===== config.mk =====
export PLATFORM = sky130hd
export DESIGN_NAME = smc777_kbd
export DESIGN_NICKNAME = d
export VERILOG_FILES = /design/src/rtl/smc777_kbd_pkg.sv /design/src/rtl/smc777_kbd_map.sv /design/src/rtl/smc777_kbd.sv
export SDC_FILE = /design/constraint.sdc
export NUM_CORES = 1
export LEC_CHECK = 0
export CAP_MARGIN = 20
export CORE_ASPECT_RATIO = 0.75
export CORE_UTILIZATION = 50
export DETAILED_ROUTE_END_ITERATION = 10
export PLACE_DENSITY = 0.79
export SYNTH_ARGS = -nofsm -noshare
export SYNTH_HDL_FRONTEND = slang
export SYNTH_SLANG_ARGS = --single-unit
export TNS_END_PERCENT = 20

===== constraint.sdc =====
create_clock -name clk -period 3.5 [get_ports clk]
set_clock_uncertainty 0.15 [all_clocks]
set_input_delay 0.7 -clock clk [delete_from_list [all_inputs] [get_ports clk]]
set_output_delay 0.7 -clock clk [all_outputs]
set_load 0.005 [all_outputs]

===== src/rtl/smc777_kbd_pkg.sv =====
// Shared types and constants for the SMC-777 keyboard front-end: FSM states,
// PS/2 set-2 modifier scan codes, kbd_status bit positions, character shaping.
package smc777_kbd_pkg;

  typedef enum logic [1:0] {
    IDLE   = 2'd0,
    DECODE = 2'd1,
    LOOKUP = 2'd2,
    PUSH   = 2'd3
  } kbd_state_e;

  localparam logic [7:0] SC_LSHIFT = 8'h12;
  localparam logic [7:0] SC_RSHIFT = 8'h59;
  localparam logic [7:0] SC_CTRL   = 8'h14;
  localparam logic [7:0] SC_CAPS   = 8'h58;

  localparam int ST_AVAIL = 0;
  localparam int ST_SHIFT = 4;
  localparam int ST_CTRL  = 5;
  localparam int ST_CAPS  = 6;
  localparam int ST_OVF   = 7;

  function automatic logic is_alpha(input logic [7:0] c);
    return ((c >= 8'h41) && (c <= 8'h5A)) || ((c >= 8'h61) && (c <= 8'h7A));
  endfunction

  // Applies shift selection, then caps case-swap, then ctrl folding; 0 means unmapped.
  function automatic logic [7:0] form_char(input logic [15:0] rom, input logic shift,
                                           input logic caps, input logic ctrl);
    logic [7:0] c;
    c = shift ? rom[15:8] : rom[7:0];
    if (caps && is_alpha(c)) c[5] = ~c[5];
    if (ctrl && (c[7:6] == 2'b01)) c = c & 8'h1F;
    return c;
  endfunction

endpackage


===== src/rtl/smc777_kbd_map.sv =====
// Registered 512 x 16 scan-code ROM {rom_shift, rom_norm} addressed by {ext, code};
// the table is the smc777_kbd_map.mif content written as a case ROM.
module smc777_kbd_map (
  input  logic        clk,
  input  logic        reset_n,
  input  logic [8:0]  addr_i,
  output logic [15:0] data_o
);

  logic [15:0] data_q;

  function automatic logic [15:0] rom_entry(input logic [8:0] a);
    logic [15:0] e;
    e = 16'h0000;
    case (a)
      9'h01C: e = 16'h4161;  9'h032: e = 16'h4262;  9'h021: e = 16'h4363;
      9'h023: e = 16'h4464;  9'h024: e = 16'h4565;  9'h02B: e = 16'h4666;
      9'h034: e = 16'h4767;  9'h033: e = 16'h4868;  9'h043: e = 16'h4969;
      9'h03B: e = 16'h4A6A;  9'h042: e = 16'h4B6B;  9'h04B: e = 16'h4C6C;
      9'h03A: e = 16'h4D6D;  9'h031: e = 16'h4E6E;  9'h044: e = 16'h4F6F;
      9'h04D: e = 16'h5070;  9'h015: e = 16'h5171;  9'h02D: e = 16'h5272;
      9'h01B: e = 16'h5373;  9'h02C: e = 16'h5474;  9'h03C: e = 16'h5575;
      9'h02A: e = 16'h5676;  9'h01D: e = 16'h5777;  9'h022: e = 16'h5878;
      9'h035: e = 16'h5979;  9'h01A: e = 16'h5A7A;
      9'h016: e = 16'h2131;  9'h01E: e = 16'h4032;  9'h026: e = 16'h2333;
      9'h025: e = 16'h2434;  9'h02E: e = 16'h2535;  9'h036: e = 16'h5E36;
      9'h03D: e = 16'h2637;  9'h03E: e = 16'h2A38;  9'h046: e = 16'h2839;
      9'h045: e = 16'h2930;
      9'h04E: e = 16'h5F2D;  9'h055: e = 16'h2B3D;  9'h029: e = 16'h2020;
      9'h05A: e = 16'h0D0D;  9'h066: e = 16'h0808;  9'h076: e = 16'h1B1B;
      9'h00D: e = 16'h0909;  9'h041: e = 16'h3C2C;  9'h049: e = 16'h3E2E;
      9'h04A: e = 16'h3F2F;  9'h04C: e = 16'h3A3B;  9'h052: e = 16'h2227;
      9'h054: e = 16'h7B5B;  9'h05B: e = 16'h7D5D;  9'h05D: e = 16'h7C5C;
      9'h00E: e = 16'h7E60;
      // Extended (E0-prefixed) keys: keypad enter, cursor block, delete.
      9'h15A: e = 16'h0D0D;  9'h175: e = 16'h1E1E;  9'h172: e = 16'h1F1F;
      9'h16B: e = 16'h1D1D;  9'h174: e = 16'h1C1C;  9'h171: e = 16'h7F7F;
      default: e = 16'h0000;
    endcase
    return e;
  endfunction

  always_ff @(posedge clk or negedge reset_n) begin
    if (!reset_n) data_q <= 16'h0000;
    else          data_q <= rom_entry(addr_i);
  end

  assign data_o = data_q;

endmodule


===== src/rtl/smc777_kbd.sv =====
// SMC-777 keyboard front-end: PS/2 event detect, modifier tracking, ROM translation
// and an FWFT character FIFO. Define SMC777_KBD_IRQ_EN to add the registered irq output.
module smc777_kbd
  import smc777_kbd_pkg::*;
#(
  parameter int FIFO_DEPTH = 16,
  parameter int CNT_W      = $clog2(FIFO_DEPTH) + 1
) (
  input  logic        clk,
  input  logic        reset_n,
  input  logic [10:0] ps2_key,
  input  logic        rd,
  input  logic        status_rd,
  output logic [7:0]  data_out,
  output logic        key_avail,
  output logic [7:0]  kbd_status
`ifdef SMC777_KBD_IRQ_EN
  ,
  output logic        irq
`endif
);

  localparam int PTR_W = $clog2(FIFO_DEPTH);

  kbd_state_e state_q, state_d;
  logic [9:0] key_q, key_d;
  logic       last_tog_q, last_tog_d;
  logic       armed_q;
  logic       shift_q, shift_d, ctrl_q, ctrl_d, caps_q, caps_d, ovf_q, ovf_d;
  logic [15:0] rom_data;
  logic [7:0] push_char;
  logic       push_req;

  logic [7:0]       mem [FIFO_DEPTH];
  logic [PTR_W-1:0] wr_ptr_q, wr_ptr_d, rd_ptr_q, rd_ptr_d;
  logic [CNT_W-1:0] count_q, count_d;
  logic [7:0]       data_out_q, data_out_d;
  logic             full, empty, do_push, do_pop, ovf_evt;

  logic [7:0] key_code;
  logic       key_pressed, key_ext;
  assign key_code    = key_q[7:0];
  assign key_ext     = key_q[8];
  assign key_pressed = key_q[9];

  smc777_kbd_map u_map (
    .clk     (clk),
    .reset_n (reset_n),
    .addr_i  (key_q[8:0]),
    .data_o  (rom_data)
  );

  assign push_char = form_char(rom_data, shift_q, caps_q, ctrl_q);

  // NOTE: every always_comb output is defaulted first so no path leaves a latch.
  always_comb begin
    state_d    = state_q;
    key_d      = key_q;
    last_tog_d = last_tog_q;
    shift_d    = shift_q;
    ctrl_d     = ctrl_q;
    caps_d     = caps_q;
    push_req   = 1'b0;
    case (state_q)
      IDLE: begin
        // The first clock after reset only samples the toggle, so no stale event fires.
        if (!armed_q) begin
          last_tog_d = ps2_key[10];
        end else if (ps2_key[10] != last_tog_q) begin
          last_tog_d = ps2_key[10];
          key_d      = ps2_key[9:0];
          state_d    = DECODE;
        end
      end
      DECODE: begin
        state_d = IDLE;
        if (!key_ext && ((key_code == SC_LSHIFT) || (key_code == SC_RSHIFT))) begin
          shift_d = key_pressed;
        end else if (key_code == SC_CTRL) begin
          ctrl_d = key_pressed;
        end else if (key_code == SC_CAPS) begin
          if (key_pressed) caps_d = ~caps_q;
        end else if (key_pressed) begin
          state_d = LOOKUP;
        end
      end
      LOOKUP: state_d = PUSH;
      PUSH: begin
        state_d  = IDLE;
        push_req = (push_char != 8'h00);
      end
      default: state_d = IDLE;
    endcase
  end

  assign full    = (count_q == CNT_W'(FIFO_DEPTH));
  assign empty   = (count_q == '0);
  assign do_pop  = rd && !empty;
  assign do_push = push_req && (!full || do_pop);
  assign ovf_evt = push_req && full && !do_pop;

  always_comb begin
    wr_ptr_d   = wr_ptr_q + PTR_W'(do_push);
    rd_ptr_d   = rd_ptr_q + PTR_W'(do_pop);
    count_d    = count_q + CNT_W'(do_push) - CNT_W'(do_pop);
    ovf_d      = ovf_evt ? 1'b1 : (status_rd ? 1'b0 : ovf_q);
    data_out_d = data_out_q;
    // Registered head: the incoming write is bypassed when it lands on the new head slot.
    if (count_d != '0) begin
      if (do_push && (wr_ptr_q == rd_ptr_d)) data_out_d = push_char;
      else                                   data_out_d = mem[rd_ptr_d];
    end
  end

  // NOTE: state uses non-blocking assignments so all registers update from pre-edge values.
  always_ff @(posedge clk or negedge reset_n) begin
    if (!reset_n) begin
      state_q    <= IDLE;
      key_q      <= '0;
      last_tog_q <= 1'b0;
      armed_q    <= 1'b0;
      shift_q    <= 1'b0;
      ctrl_q     <= 1'b0;
      caps_q     <= 1'b0;
      ovf_q      <= 1'b0;
      wr_ptr_q   <= '0;
      rd_ptr_q   <= '0;
      count_q    <= '0;
      data_out_q <= 8'h00;
    end else begin
      state_q    <= state_d;
      key_q      <= key_d;
      last_tog_q <= last_tog_d;
      armed_q    <= 1'b1;
      shift_q    <= shift_d;
      ctrl_q     <= ctrl_d;
      caps_q     <= caps_d;
      ovf_q      <= ovf_d;
      wr_ptr_q   <= wr_ptr_d;
      rd_ptr_q   <= rd_ptr_d;
      count_q    <= count_d;
      data_out_q <= data_out_d;
    end
  end

  // NOTE: FIFO storage has no reset; the pointers and count define which entries are valid.
  always_ff @(posedge clk) begin
    if (do_push) mem[wr_ptr_q] <= push_char;
  end

  assign data_out  = data_out_q;
  assign key_avail = !empty;

  always_comb begin
    kbd_status           = 8'h00;
    kbd_status[ST_AVAIL] = key_avail;
    kbd_status[ST_SHIFT] = shift_q;
    kbd_status[ST_CTRL]  = ctrl_q;
    kbd_status[ST_CAPS]  = caps_q;
    kbd_status[ST_OVF]   = ovf_q;
  end

`ifdef SMC777_KBD_IRQ_EN
  logic irq_q;
  always_ff @(posedge clk or negedge reset_n) begin
    if (!reset_n) irq_q <= 1'b0;
    else          irq_q <= key_avail;
  end
  assign irq = irq_q;
`endif

endmodule


**Word level (Yosys, flattened, before mapping)**

Memories as Yosys holds them, arrays and structs flattened. A register that Yosys moved wholly into a read port is not among the register bits.
Index checks and enable logic that the tools add are counted.

- Add/sub/neg operators: 4
- Multiply operators: 0
- Div/mod/pow operators: 0
- Order comparisons: 4
- Equal/unequal tests: 71
- Shift-type cells: 0
- Mux-type cells: 18
- Bitwise gates (word level): 4
- Reduce and logical (&&, ||, !) cells: 29

Operators by type and width:

| cell | number |
|---|---|
| case mux 15 bit (57 select lines) | 1 |
| == test 9 x 6 -> 1 bit (second input constant) | 23 |
| == test 9 x 7 -> 1 bit (second input constant) | 20 |
| == test 9 x 5 -> 1 bit (second input constant) | 7 |
| == test 9 bit (second input constant) | 6 |
| == test 9 x 4 -> 1 bit (second input constant) | 2 |
| == test 8 x 5 -> 1 bit (second input constant) | 2 |
| == test 8 x 7 -> 1 bit (second input constant) | 2 |
| greater-or-equal comparator 8 x 7 -> 1 bit (second input constant) | 2 |
| less-or-equal comparator 8 x 7 -> 1 bit (second input constant) | 2 |
| two-way mux 8 bit | 2 |
| two-way mux 2 bit | 6 |
| logical AND 1 bit | 9 |
| adder 4 x 1 -> 4 bit | 2 |
| two-way mux 1 bit | 8 |
| case mux 2 bit (4 select lines) | 1 |
| nonzero test 8 bit | 1 |
| AND reduction 2 bit | 3 |
| AND reduction 3 bit | 2 |
| adder 5 x 1 -> 5 bit | 1 |
| == test 5 bit (second input constant) | 1 |
| zero test 1 bit | 5 |
| zero test 5 bit | 1 |
| AND reduction 5 bit | 1 |
| 12 further kinds | 20 |

- Flip-flop bits (word level): 46
- Bits in latches: 0
- Memory bits (writable): 128
- Memory bits (read-only): 0
- Input bits: 15
- Word-level logic and storage cells: 143
- Memories: 1

Memory list:

| name | depth | width | read ports | clocked after Yosys merged registers in | wr ports | RTL line | source |
|---|---|---|---|---|---|---|---|
| mem | 16 | 8 | 1 | 1 | 1 | smc777_kbd.sv:34 | `logic [7:0] mem [FIFO_DEPTH];` |

**Longest topological paths before layout**

Gate-level depths: netlist of run 1.

- Word-level depth: 13
- Gate-level depth with buffers: 17
- Mapped depth without buffers: 15

**By module**

Synthesis of run 1 repeated with hierarchy kept, for this count alone.

- Cells, all modules: 675
- Area total of the unflattened synthesis: 9173.8 sq um

By module, submodules not included:

| module | instances | cells an instance | area an instance (sq um) |
|---|---|---|---|
| smc777_kbd | 1 | 404 | 7111.8 |
| smc777_kbd_map | 1 | 271 | 2062.0 |

**Worst setup path before layout of run 1**

OpenSTA, ideal clock, no wires.

- Path kind: register to register
- From: reg shift_q
- To: reg data_out_q[1], in the netlist data_out[1], read port of mem
- Setup time: 0.142 ns
- Arrival time: 3.451 ns
- Required time: 3.208 ns
- Slack: -0.243 ns
- Stages on the path, launching flop included: 18
- Path buffers: 3
- Clock period less this slack: 3.743 ns
- Path through: dfrtp_1 > buf_2 > mux2i_1 > nand3_1 > a21oi_1 > nand2b_1 > clkbuf_1 > o21ai_0 > ha_1 > inv_1 > fa_1 > nand2b_1 > a21oi_1 > o21a_1 > or4b_1 > clkbuf_1 > nor2_1 > a31oi_1

- Longest elaborated chain between the ends: 13
- Elaborated cells on any way between the ends: 20
- Classes of those cells: 2 x add/sub; 4 x order compare; 1 x eq/ne; 4 x mux; 1 x bitwise; 8 x reduce/logical

Ends and longest elaborated chain:

| item | RTL line | source |
|---|---|---|
| start, declared | smc777_kbd.sv:29 | `logic shift_q, shift_d, ctrl_q, ctrl_d, caps_q, caps_d, ovf_q, ovf_d;` |
| start signal, assigned | smc777_kbd.sv:135 | `shift_q <= shift_d;` |
| two-way mux 8 bit (*) | smc777_kbd_pkg.sv:31 | `c = shift ? rom[15:8] : rom[7:0];` |
| greater-or-equal comparator 8 x 7 -> 1 bit or less-or-equal comparator 8 x 7 -> 1 bit (tied branches) | smc777_kbd_pkg.sv:24 | `return ((c >= 8'h41) && (c <= 8'h5A)) \|\| ((c >= 8'h61) && (c <= 8'h7A));` |
| logical AND 1 bit | smc777_kbd_pkg.sv:24 |  |
| logical OR 1 bit | smc777_kbd_pkg.sv:24 |  |
| logical AND 1 bit | smc777_kbd_pkg.sv:32 | `if (caps && is_alpha(c)) c[5] = ~c[5];` |
| two-way mux 1 bit | smc777_kbd_pkg.sv:32 |  |
| two-way mux 8 bit (*) | smc777_kbd_pkg.sv:33 | `if (ctrl && (c[7:6] == 2'b01)) c = c & 8'h1F;` |
| nonzero test 8 bit (*) | smc777_kbd.sv:90 | `push_req = (push_char != 8'h00);` |
| two-way mux 1 bit (*) | smc777_kbd.sv:64 | `case (state_q)` |
| logical AND 1 bit (*) | smc777_kbd.sv:99 | `assign do_push = push_req && (!full \|\| do_pop);` |
| adder 5 x 1 -> 5 bit (*) | smc777_kbd.sv:105 | `count_d = count_q + CNT_W'(do_push) - CNT_W'(do_pop);` |
| subtractor 5 x 1 -> 5 bit (*) | smc777_kbd.sv:105 |  |
| nonzero test 5 bit (*) | smc777_kbd.sv:109 | `if (count_d != '0) begin` |
| end, declared | smc777_kbd.sv:37 | `logic [7:0] data_out_q, data_out_d;` |

Every way passes the cells marked *; elsewhere a longest branch is shown, timed or not.
A chain may end at the register's enable or synchronous reset.

**Final worst setup path of run 1**

- From: reg shift_q
- To: reg data_out_q[4], in the netlist data_out[4], read port of mem

- Longest elaborated chain between the ends: 13
- Elaborated cells on any way between the ends: 20
- Classes of those cells: 2 x add/sub; 4 x order compare; 1 x eq/ne; 4 x mux; 1 x bitwise; 8 x reduce/logical

Ends and longest elaborated chain:

| item | RTL line | source |
|---|---|---|
| two-way mux 8 bit (*) | smc777_kbd_pkg.sv:31 |  |
| greater-or-equal comparator 8 x 7 -> 1 bit or less-or-equal comparator 8 x 7 -> 1 bit (tied branches) | smc777_kbd_pkg.sv:24 |  |
| logical AND 1 bit | smc777_kbd_pkg.sv:24 |  |
| logical OR 1 bit | smc777_kbd_pkg.sv:24 |  |
| logical AND 1 bit | smc777_kbd_pkg.sv:32 |  |
| two-way mux 1 bit | smc777_kbd_pkg.sv:32 |  |
| two-way mux 8 bit (*) | smc777_kbd_pkg.sv:33 |  |
| nonzero test 8 bit (*) | smc777_kbd.sv:90 |  |
| two-way mux 1 bit (*) | smc777_kbd.sv:64 |  |
| logical AND 1 bit (*) | smc777_kbd.sv:99 |  |
| adder 5 x 1 -> 5 bit (*) | smc777_kbd.sv:105 |  |
| subtractor 5 x 1 -> 5 bit (*) | smc777_kbd.sv:105 |  |
| net count_d[1] | smc777_kbd.sv:36 | `logic [CNT_W-1:0] count_q, count_d;` |
| nonzero test 5 bit (*) | smc777_kbd.sv:109 |  |

Mark *: on every way through the listed nets, which the timed path passes. The rest lies on a longest branch.

==> results of run 1 <==
-- area by class of cell --
class,instances,area [um^2],area share
Multi-Input combinational cell,392,3416,0.3446
Clock buffer,19,452.9,0.04570
Sequential cell,164,4666,0.4707
Inverter,17,63.81,0.006438
Timing Repair Buffer,99,879.6,0.08874
Clock inverter,13,171.4,0.01729
Tap cell,210,262.8,0.02651
-- metrics by stage --
stage / TNS (ns) / hold WS (ns) / total power, mW / util
6_report: -0.1888 / 0.2095 / 9.134 / 0.6151
5_1_grt: -1.174 / 0.2550 / 9.550 / 0.6151
4_1_cts: 0 / 0.2233 / 8.818 / 0.6058
3_5_place_dp: -3.082 / 0.3673 / 6.703 / 0.5616
3_3_place_gp: -2.126 / 0.3585 / 6.585 / 0.5616
2_1_floorplan: 0 / 0.2544 / 5.401 / -
-- state kept, by name, summed over array words and instances, names as in the netlist, named ones only --
name and count:
wr_ptr_q 4, armed_q 1, count_q 5, rd_ptr_q 4, last_tog_q 1, state_q 1, ctrl_q 1, mem 112
caps_q 1, data_out 7, shift_q 1, ovf_q 1, u_map.data_o 14, key_q 10
-- logic make-up (layout without fill, tap and decap cells) --
logic type | Yosys count | count (layout)
XOR/XNOR | 16 | 16
AO/OA/AOI/OAI | 100 | 100
multiplexers | 58 | 58
other | 2 | 5
adder cells (fa/ha/maj) | 10 | 10
buffers and inverters | 69 | 148
AND/OR/NAND/NOR | 202 | 203
flip-flops | 164 | 164
-- repair_timing --
action,in CTS,in global routing
pin swaps,3,9
cloned,1,0
buffers inserted,4,4
gates resized for setup,13,26
setup endpoints to repair,7,7
-- worst min-delay path by stage --
stage | startpoint | to | cells past startpoint
floorplan | reset_n | async pin | 0
global placement | key_q[4] | key_q[4] | 1
detailed placement | key_q[4] | key_q[4] | 1
CTS | reset_n | rd_ptr_q[0] | 1
global route | reset_n | key_q[4] | 1
finish | reset_n | last_tog_q | 1
-- layout by cell type (no fill, tap or decap), types with 6 or more instances in the layout --
cell type and instances:
clkdlybuf4s50_1 26, nor4b_1 8, nand2_1 22, nand4_1 7, mux2_2 15, a21oi_1 13, nand3_1 10, nand2b_1 8
nor2_1 30, o21ai_0 13, buf_4 64, mux2i_1 10, nor2b_1 13, nor4_1 14, nor3_1 22, a211oi_1 12
clkbuf_16 17, dfrtp_1 51, mux4_2 30, inv_1 16, a211o_1 7, ha_1 7, nor3b_1 6, edfxtp_1 112
xnor2_1 9
-- metal layers --
metal,wire (um),share of wire
met1,9323,0.43
met2,9780,0.45
met3,2340,0.11
met4,465,0.021
met5,0,0
-- power breakdown --
| group | internal [mW] | total, mW | switching, mW |
|---|---|---|---|
| sequential | 2.44 | 2.84 | 0.402 |
| combinational | 2.05 | 4.35 | 2.29 |
| clock | 1.17 | 1.95 | 0.779 |
==> reports/qor.yml, run 1 <==
cts_inserted_buffers: 17
die_x_um: 150.6
grt_util_met1: 0.3940
start_kind: "flop"
cts_hold_buf: 0
dr.pass1.iters: 6
drt-total-wl_um: 21910
timing.rr.start: "shift_q"
fin_nets: 716
critical-path-max-stage-delay_ns: 0.56
hp-class: "primary input to async pin"
cp_top_family: "simple AND/OR/NAND/NOR gates"
p_per_area_nw_per_um2: 921.5
finalHoldViolCount: 0
post_drt_wl_per_cell_um: 23.97
worstRegToRegCells: 14
cts_max_level: 4
grt_pass1_vias: 5733
p_leak_nw: 3.719
yosysMostFrequentCell: "edfxtp_1"
ir_drop_mv: 0.4567
finalCritPeriodShare: 1.018
root_buffer: "clkbuf_16"
gp_congestion: 1.036
track_usage: 0.2704
die_h_um: 113.5
post-route-min-period_ns: 3.563
syn_area_per_cell_um2: 13.34
n_antenna_cell: 0
drive_above_1_share: 0.2798
grt_overflow: 0
netlist_area_um2: 8285
cp.required_ns: 3.69
coreArea_um2: 16120
cp_max_fo: 6
dp.cells: 873
cp-end-kind: "flop"
synthTopCellsByArea: "edfxtp_1 (41%), dfrtp_1 (16%), mux4_2 (8.2%)"
busiest_layer: "met1"
cp-endpoint: "data_out[4]"
vias: 5868
yosys.area_share.simple: 0.1468
ant_nets: 0
cp-startpoint: "shift_q"
dieArea_um2: 17090
antenna_found_initial: 0
via_per_inst: 6.420
fillers: 1171
place_hpwl_um: 15150
pre_cts_ws_ns: -0.5210
synth_adder_area_share: 0.01601
grtUsageMet3: 0.08840
slew_headroom: 0.2955
crit_chain: "mux2i_2 > nand3_2 > a21oi_2 > nand3b_1 > nand2_1 > o21ai_1 > ha_2 > inv_2 > fa_2 > inv_1 > nor3_2 > or4b_4 > a21boi_1 > a21oi_1"
start_util: 0.5141
synth_compound_area_frac: 0.08940
rr_endpoint: "data_out[4]"
grt_max_degree: 34
clk_latency_ns: 0.43
synth-seq-area-share: 0.5630
slew_viol_final: 0
grt_pass1_wl_um: 33730
syn_inst: 621
synthTopCellsByCount: "edfxtp_1 (112), dfrtp_1 (52), nor2_1 (34)"
use_met2: 0.3874
finalInstanceArea_um2: 9912
cts.path.max_buffers: 2
pin_count: 32
synth-xor-area-share: 0.01857
synth-edff-count: 112
port_buffers: 27
stdcell_count: 914
clkTransAtPathRegs_ns: 0.06
slowest_stage: "or4b_4"
setup_viol: 5
synth_top_area_share: 0.4059
cts_tree: "done"
arrival_ns: 3.76
detail_route.iter0.violations: 731
muxShareOfSynthArea: 0.1176
syn_to_final_growth_pct: 19.63
worst-setup-path-type: "flop to flop"
ys_types: 87
violations: "negative setup slack"
crit_cells: 14
fmax_mhz: 280.7
drc: 0
num_rows: 40
ys_async_sr_fraction: 0.3171
clkSinkCount: 164
worst-path-buf-inv: 2
status: "finished, violations left"
ys_warn_count: 0
ys_ff_latch: 164
synthFlopType: "edfxtp_1"
rsz0062_at_grt: "true"
synth_top_area_cell: "edfxtp_1"
setup_ws_ns: -0.06255
max_cap_violations: 0
synth_top_family_by_area: "simple AND/OR/NAND/NOR gates"
worstMarginPinSlew_ns: 1.053
placed_cell_area_um2: 9050
r2r_slack_ns: -0.06
No activity file was read; power rests on OpenSTA's default activity.
==> run 2: changes to the inputs <==
CORE_MARGIN = 2   (was unset)
==> run 2 against run 1 <==
  * The run still ends with negative setup slack left
  * Utilization is 0.75 points higher
  * Critical endpoint is now data_out[0]
  * Largest cell class unchanged
  * Clock power hardly changed
  * Largest power group unchanged
  * Final cell count is 2.1% higher
  * Non-clock buffer count is 21 higher
  * Register-to-register slack hardly changed
  * Wire length is 0.44% higher
==> reports/qor.yml, run 2 (same netlist as run 1, synthesis figures left out) <==
drt-total-wl_um: 22010  # +0.44%
fin_nets: 736  # +2.8%
p_leak_nw: 3.808  # +2.4%
finalHoldViolCount: 0  # unchanged
final_common_cell: "edfxtp_1"
clkTransAtPathRegs_ns: 0.06  # about the same
pre_cts_ws_ns: -0.4784  # +0.04258 ns
track_usage: 0.2577  # -0.01271
slew_headroom: 0.2844  # -0.01103
ant_nets: 0  # unchanged
arrival_ns: 3.75  # about the same
cts_tree: "done"
die_x_um: 152.6  # +1.3%
root_buffer: "clkbuf_16"
die_h_um: 115.5  # +1.8%
comb_power_share: 0.471  # -0.005
status: "finished, violations left"
num_rows: 40  # unchanged
worst-path-buf-inv: 3  # +1
power.internal_mw: 5.663  # about the same
swShare: 0.3754  # -0.005120
vias: 5882  # +0.24%
worstMarginPinSlew_ns: 1.071  # +0.01812 ns
grt_max_degree: 53  # +56%
p_per_area_nw_per_um2: 903.8  # -1.9%
p_seq_frac: 0.317  # +0.006
pin_count: 32  # unchanged
r2r_slack_ns: -0.05  # about the same
timing.rr.start: "shift_q"
post-route-min-period_ns: 3.565  # +0.002302 ns
clkSinkCount: 164  # unchanged
via_per_inst: 6.304  # -1.8%
cpMostUsedCell: "nand2b_4"
gp_congestion: 1.038  # +0.22%
clockPowerShare: 0.213  # about the same
ir_drop_mv: 0.3931  # -14%
drc: 0  # unchanged
regMostFlops: "mem"
largest_register_ffs: 112  # unchanged
slew_viol_final: 0  # unchanged
finalPower_mw: 9.067  # -0.73%
n_antenna_cell: 0  # unchanged
grt_pass1_wl_um: 33750  # about the same
port_buffers: 27  # unchanged
dr.pass1.iters: 5  # -1
max_cap_violations: 0  # unchanged
fmax_mhz: 280.5  # about the same
cp.required_ns: 3.69  # about the same
setup_viol: 6  # +1
rr_endpoint: "data_out[0]"
syn_to_final_growth_pct: 21.08
dieArea_um2: 17630  # +3.1%
cp-endpoint: "data_out[0]"
hp-class: "primary input to async pin"
rsz0062_at_grt: "true"
cp-end-kind: "flop"
cts.path.max_buffers: 2  # unchanged
cts_max_level: 4  # unchanged
place_hpwl_um: 14590  # -3.7%
start_util: 0.5141  # unchanged
coreArea_um2: 16120  # unchanged
cp-startpoint: "rd"
detail_route.iter0.violations: 858  # +17%
crit_cells: 14  # unchanged
switching_power_mw: 3.404  # -2.1%
worstRegToRegCells: 15  # +1
crit_chain: "clkdlybuf4s50_1 > nand4b_1 > and3_4 > nand2b_4 > o21ai_2 > ha_2 > inv_2 > fa_2 > nand2b_4 > a21oi_4 > nor3_2 > or4b_4 > buf_4 > a31oi_1"
cp_max_fo: 6  # unchanged
layout_common_cells: "edfxtp_1 (112), buf_4 (81), dfrtp_1 (51), mux4_2 (30), nor2_1 (28)"
cts_inserted_buffers: 17  # unchanged
grt_pass1_vias: 5769  # +0.63%
start_kind: "primary input"
antenna_found_initial: 0  # unchanged
post_drt_wl_per_cell_um: 23.59  # -1.6%
slowest_stage: "or4b_4"
worst-setup-path-type: "primary input to flop"
cp_top_family: "simple AND/OR/NAND/NOR gates"
drive_above_1_share: 0.3015  # +0.02169
finalCritPeriodShare: 1.019  # about the same
setup_ws_ns: -0.06486  # -0.002302 ns
violations: "negative setup slack"
critical-path-max-stage-delay_ns: 0.59  # +0.03 ns
grt_overflow: 0  # unchanged
clk_latency_ns: 0.43  # about the same
run 2: worst min path at each step:
stage | cells after the start | slack [ns] | startpoint | end
after floorplan | 0 | 0.25 | reset_n | async pin
after global placement | 1 | 0.36 | last_tog_q | last_tog_q
after detailed placement | 1 | 0.37 | last_tog_q | last_tog_q
after CTS | 1 | 0.39 | state_q[0] | state_q[0]
after global routing | 1 | 0.09 | reset_n | data_out[0]
final | 1 | 0.07 | reset_n | data_out[0]
run 2: power groups by stage:
stage	registers, mW	clock network, mW	logic (mW)
detailed placement	2.86	0	3.81
finish	2.87	1.93	4.27
global route	2.90	2.04	4.52
global placement	2.84	0	3.72
CTS	2.83	1.95	3.98
floorplan	2.63	0	2.77
run 2: metal layers:
layer | vias to the layer above | wire (um) | global-route usage
met2 | 367 | 10080 | 0.3961
met3 | 48 | 2353 | 0.07629
met1 | 2881 | 9120 | 0.3639
li1 | 2586 | - | -
met4 | 0 | 452 | 0.07284
met5 | - | 0 | 0
run 2: layout make-up:
cell class,count,area (um^2)
Tap cell,210,262.8
Sequential cell,164,4666
Multi-Input combinational cell,391,3376
Clock inverter,13,182.7
Clock buffer,18,429.2
Timing Repair Buffer,120,1052
Fill cell,1164,6083
Inverter,17,63.81
run 2: metrics by stage:
| stage | hold slack [ns] | utilization | cells | setup TNS, ns | instance area [um^2] |
|---|---|---|---|---|---|
| 2_1_floorplan | 0.2544 | - | 624 | 0 | 8323 |
| 3_3_place_gp | 0.3598 | 0.5608 | 873 | -1.981 | 9037 |
| 3_5_place_dp | 0.3736 | 0.5608 | 873 | -3.073 | 9037 |
| 4_1_cts | 0.3867 | 0.6115 | 928 | 0 | 9854 |
| 5_1_grt | 0.09366 | 0.6225 | 933 | -0.9539 | 10030 |
| 6_report | 0.06852 | 0.6225 | 933 | -0.1613 | 10030 |
run 2: repair_timing:
item                                    in CTS  in global routing
endpoints found under the setup margin       7                  8
pin swaps                                    6                 13
hold buffers                                 0                  0
setup buffers                               24                  5
resized for setup                           12                 31
endpoints found under the hold margin        0                  0
==> run 3: changes to the inputs <==
CTS_CLUSTER_DIAMETER = 40   (was unset)
==> results of run 3 <==
Same layout as run 2: the final DEF is identical, and so are final timing and power.
